===== config.mk =====
export PLATFORM = sky130hd
export DESIGN_NAME = i2c_read_reg
export DESIGN_NICKNAME = d
export VERILOG_FILES = /design/src/rtl/i2c_read_reg_pkg.sv /design/src/rtl/i2c_read_reg.sv
export SDC_FILE = /design/constraint.sdc
export NUM_CORES = 1
export LEC_CHECK = 0
export ABC_AREA = 1
export ABC_CLOCK_PERIOD_IN_PS = 2300
export CORE_MARGIN = 3
export CORE_UTILIZATION = 44
export CTS_CLUSTER_SIZE = 16
export DETAILED_ROUTE_END_ITERATION = 8
export PLACE_DENSITY = 0.83
export SYNTH_ARGS = -nofsm -noshare
export SYNTH_HDL_FRONTEND = slang
export SYNTH_SLANG_ARGS = --single-unit
export TNS_END_PERCENT = 1

===== constraint.sdc =====
create_clock -name clk -period 2.3 [get_ports clk]
set_input_delay 0.345 -clock clk [delete_from_list [all_inputs] [get_ports clk]]
set_output_delay 0.345 -clock clk [all_outputs]
set_load 0.01 [all_outputs]

===== src/rtl/i2c_read_reg_pkg.sv =====
// Shared definitions for the I2C register-read wrapper: FSM state encoding
// and the ADV7513 address constants used by the sequencer.
package i2c_read_reg_pkg;

  typedef enum logic [1:0] {
    IDLE     = 2'd0,
    SEND_REG = 2'd1,
    RD_CMD   = 2'd2,
    RD_DATA  = 2'd3
  } state_t;

  localparam logic [6:0] ADV7513_CHIP_ADDR = 7'h39;
  localparam logic [7:0] ADV7513_REG_HPD   = 8'h42;
  localparam logic [7:0] ADV7513_REG_PLL   = 8'h9E;

endpackage


===== src/rtl/i2c_read_reg.sv =====
// I2C register read wrapper: START, chip+W, reg, repeated START, chip+R,
// NUM_BYTES data bytes, STOP, driven through the shared i2c_master handshake.
// Optional build macro I2C_READ_TIMEOUT_EN adds an abort when the bus shows
// no busy edge for TIMEOUT_CYCLES clocks.
module i2c_read_reg
  import i2c_read_reg_pkg::*;
#(
  parameter int NUM_BYTES      = 1,
  parameter int TIMEOUT_CYCLES = 1048576
) (
  input  logic                   clk,
  input  logic                   reset,
  input  logic [6:0]             chip_addr,
  input  logic [7:0]             reg_addr,
  input  logic                   enable,
  output logic                   done,
  output logic [8*NUM_BYTES-1:0] value,
  output logic                   ack_error,
  input  logic                   i2c_busy,
  input  logic [7:0]             i2c_data_rd,
  input  logic                   i2c_ack_error,
  output logic                   i2c_ena,
  output logic [6:0]             i2c_addr,
  output logic                   i2c_rw,
  output logic [7:0]             i2c_data_wr
);

  localparam int VW = 8 * NUM_BYTES;

  state_t     state;
  logic [1:0] byte_cnt;
  logic       busy_q;
  logic       rise;
  logic       fall;
  logic       last_byte;
  logic       timeout;

  // New byte enters at the LSB end; first received byte ends up in the MSBs.
  function automatic logic [VW-1:0] shift_byte(input logic [VW-1:0] cur,
                                               input logic [7:0]    b);
    logic [VW+7:0] wide;
    wide = {cur, b};
    return wide[VW-1:0];
  endfunction

  assign rise      = i2c_busy & ~busy_q;
  assign fall      = ~i2c_busy & busy_q;
  assign last_byte = (byte_cnt == 2'(NUM_BYTES - 1));
  assign done      = (state == IDLE) & ~i2c_busy;

`ifdef I2C_READ_TIMEOUT_EN
  localparam int TW = $clog2(TIMEOUT_CYCLES) + 1;
  logic [TW-1:0] tmo_cnt;

  // Clocks since the last busy edge while a transaction is open.
  always_ff @(posedge clk) begin
    if (reset || state == IDLE || rise || fall) tmo_cnt <= '0;
    else                                        tmo_cnt <= tmo_cnt + 1'b1;
  end

  assign timeout = (state != IDLE) && !rise && !fall &&
                   (tmo_cnt == TW'(TIMEOUT_CYCLES - 1));
`else
  assign timeout = 1'b0;
`endif

  // Transaction FSM with registered i2c_master command outputs.
  always_ff @(posedge clk) begin
    if (reset) begin
      state       <= IDLE;
      i2c_ena     <= 1'b0;
      i2c_rw      <= 1'b0;
      i2c_addr    <= '0;
      i2c_data_wr <= '0;
      value       <= '0;
      ack_error   <= 1'b0;
      byte_cnt    <= '0;
      busy_q      <= 1'b0;
    end else begin
      busy_q <= i2c_busy;
      case (state)
        IDLE: begin
          if (enable && done) begin
            i2c_addr    <= chip_addr;
            i2c_data_wr <= reg_addr;
            i2c_rw      <= 1'b0;
            i2c_ena     <= 1'b1;
            ack_error   <= 1'b0;
            byte_cnt    <= '0;
            state       <= SEND_REG;
          end
        end
        SEND_REG: begin
          // Master latched chip+W/reg; queue the repeated-start read.
          if (rise) begin
            i2c_rw <= 1'b1;
            state  <= RD_CMD;
          end
        end
        RD_CMD: begin
          // A read byte has started; drop ena on the last one so STOP follows.
          if (rise) begin
            if (last_byte) i2c_ena <= 1'b0;
            state <= RD_DATA;
          end
        end
        RD_DATA: begin
          if (fall) begin
            value <= shift_byte(value, i2c_data_rd);
            if (last_byte) begin
              state <= IDLE;
            end else begin
              byte_cnt <= byte_cnt + 2'd1;
              state    <= RD_CMD;
            end
          end
        end
        default: state <= IDLE;
      endcase

      // Any NACK seen at a byte boundary taints the whole transaction.
      if (fall && state != IDLE) ack_error <= ack_error | i2c_ack_error;

      if (timeout) begin
        i2c_ena   <= 1'b0;
        ack_error <= 1'b1;
        state     <= IDLE;
      end
    end
  end

endmodule

==> out/qor.txt <==
Pre-CTS setup slack: 353 ps
Avg Cell Area, Syn: 7.54 sq um
Antenna violations before repair: 0
Global-route usage over all layers: 0.200
Synthesized flop and latch total: 31
Hold_buf cts: 0
Post-CTS sizing: 0
Top post-synthesis cells by area: dfxtp_1, nand2_1, nor2_1
Num CTS Buffers: 5
Most common cell in the synthesized netlist: nand2_1
RSZ-0062 raised after global routing: false
Synth cell types: 20
WS Path Type: in -> out
Vias in the first global route: 1,353
Max frequency: 510 MHz
Skew final: 2.29 ps
Total routed wirelength: 3300 um
CTS Buffer Depth: 2
Prevailing post-synth register cell: dfxtp_1
Power Dens Cells: 817 mW/mm^2
Setup Fix Bufs, Post-CTS: 0
Global-route wire length before repair: 5480 um
Vias per inst: 5.12
Initial drt markers: 33
DR vias: 1,322
Die area: 0.00360 sq mm
Syn-to-layout area delta: 48.5%
DRC viols: 0
Worst Setup Slack, final: 340 ps
Async S/R FF share, synth: 0
Fin. max-slew vios: 0
Final setup viols: 0
Switching power total: 528 uW
Leak pwr: 0.761 nW
Mapped cell area: 0.00128 sq mm
FP Rows: 18
Grt ovf: 0
CTS tree: built
Post-synthesis sequential area ratio: 0.484
Final period util: 0.852
Port Buf Inserts: 54
Htree depth: 2
CTS root buffer: clkbuf_4
# diodes: 0
Peak VDD IR: 0.533 mV
Clk_lat worst skew: 310 ps
Clock power share: 0.227
Switching part of the total power: 0.339
Final min period: 1960 ps
Worst-Margin Slew: 304 ps
Largest net degree at the start of global routing: 20
Core ar.: 0.00261 sq mm
Placer Congestion: 0.832
Slew HR: 0.797
Final Hold Viols: 0
Share of cells above drive strength 1: 0.0789
Final Power: 1.56 mW
Post-synth top cells: nand2_1, dfxtp_1, nor2_1, nand3_1, a21oi_1
Cell Int Power: 1.03 mW
Status: finished, final reports clean
Critical-path maximum fanout: 5
Max Cap Viol: 0
Die Span Y: 60.0 um
Seq pwr share: 0.416
Post-synth EDFFs: 0
CP required: 1960 ps
Routed Antenna Nets: 0
Final nets: 256
CP Launch Type: input pin
Starting Density: 0.490
Die X: 60.0 um
Hold Path Class: reg -> reg
Synth warn: 0
Worst-path clk slew: 90 ps
Cells after Synth: 170
Largest area contributor in the netlist: dfxtp_1
Syn nets: 199
Area fraction of the dominant cell type after synthesis: 0.484
Setup TNS: 0 ps
# clock sinks: 31
Arrival time at the worst endpoint: 1610 ps
WL/cell: 12.8 um
Combinational fraction of design power: 0.356
CP Capture Type: output port
I/O Pins: 55
First-pass DRT Iterations: 7
Post-DP HPWL: 2450 um
[power by group through the flow]
stage | clock network, mW | registers (mW) | logic, mW
2_1_floorplan | 0 | 0.667 | 0.347
3_3_place_gp | 0 | 0.652 | 0.527
3_5_place_dp | 0 | 0.658 | 0.554
4_1_cts | 0.362 | 0.646 | 0.557
5_1_grt | 0.382 | 0.654 | 0.623
6_report | 0.353 | 0.648 | 0.554
[cell type report]
class | count | area [sq um]
Tap cell | 30 | 37.5
Timing Repair Buffer | 57 | 563
Fill cell | 210 | 709
Multi-Input combinational cell | 119 | 564
Clock buffer | 8 | 68.8
Sequential cell | 31 | 621
Inverter | 13 | 48.8
[cells by family (layout without fill, tap and decap cells)]
logic type	Yosys count	after routing	share of synthesized area
and+or+nand+nor	87	87	0.299
AOI/OAI and AO/OA	31	31	0.132
DFF	31	31	0.484
buffers and inverters	20	78	0.0752
adders and majority gates	1	1	0.00976
[registers in the layout, indices dropped and copies added (netlist names)]
| name | flops |
|---|---|
| byte_cnt | 2 |
| ack_error | 1 |
| i2c_data_wr | 8 |
| busy_q | 1 |
| i2c_addr | 7 |
| i2c_ena | 1 |
| i2c_rw | 1 |
| value | 8 |
| state | 2 |
[cell usage in the layout (no fill, tap or decap)]
master,n
a21oi_1,17
a21oi_2,1
buf_4,3
clkbuf_1,1
clkbuf_4,5
clkbuf_8,2
clkdlybuf4s50_1,54
dfxtp_1,31
ha_1,1
inv_1,12
inv_2,1
nand2_1,34
nand2_2,1
nand2_4,1
nand3_1,19
nand4_1,3
nor2_1,27
nor2_4,2
o21ai_0,10
o21ai_2,2
o21bai_1,1
[worst paths after layout]
path	slack [ps]	start	depth (start not counted)	to
hold / removal	460	i2c_ena$_SDFFE_PP0P_	2	i2c_ena$_SDFFE_PP0P_
setup / recovery	340	i2c_busy	3	done
setup reg to reg	890	state[0]$_SDFFE_PP0P_	7	i2c_data_wr[2]$_SDFFE_PP0P_
hold reg to reg	460	i2c_ena$_SDFFE_PP0P_	2	i2c_ena$_SDFFE_PP0P_
[per-layer routing]
| layer | routed length [um] | vias to the layer above | GRT usage |
|---|---|---|---|
| li1 | - | 669 | - |
| met1 | 1310 | 600 | 0.205 |
| met5 | 0 | - | 0 |
| met2 | 1740 | 46 | 0.375 |
| met4 | 51 | 0 | 0.0823 |
| met3 | 196 | 7 | 0.0562 |
[worst max-delay path: stages]
cell             delay [ps]
clkdlybuf4s50_1         550
nor2_4                  170
clkdlybuf4s50_1         550
[metrics by stage]
stage                     instance area [sq um]  std cells  hold WS, ps  utilization
after floorplan                            1280        170          452            -
after global placement                     1830        250          443        0.702
after detailed placement                   1830        250          453        0.702
after CTS                                  1900        258          469        0.728
after global routing                       1900        258          495        0.728
final                                      1900        258          462        0.728
No activity file was read; power rests on OpenSTA's default activity.
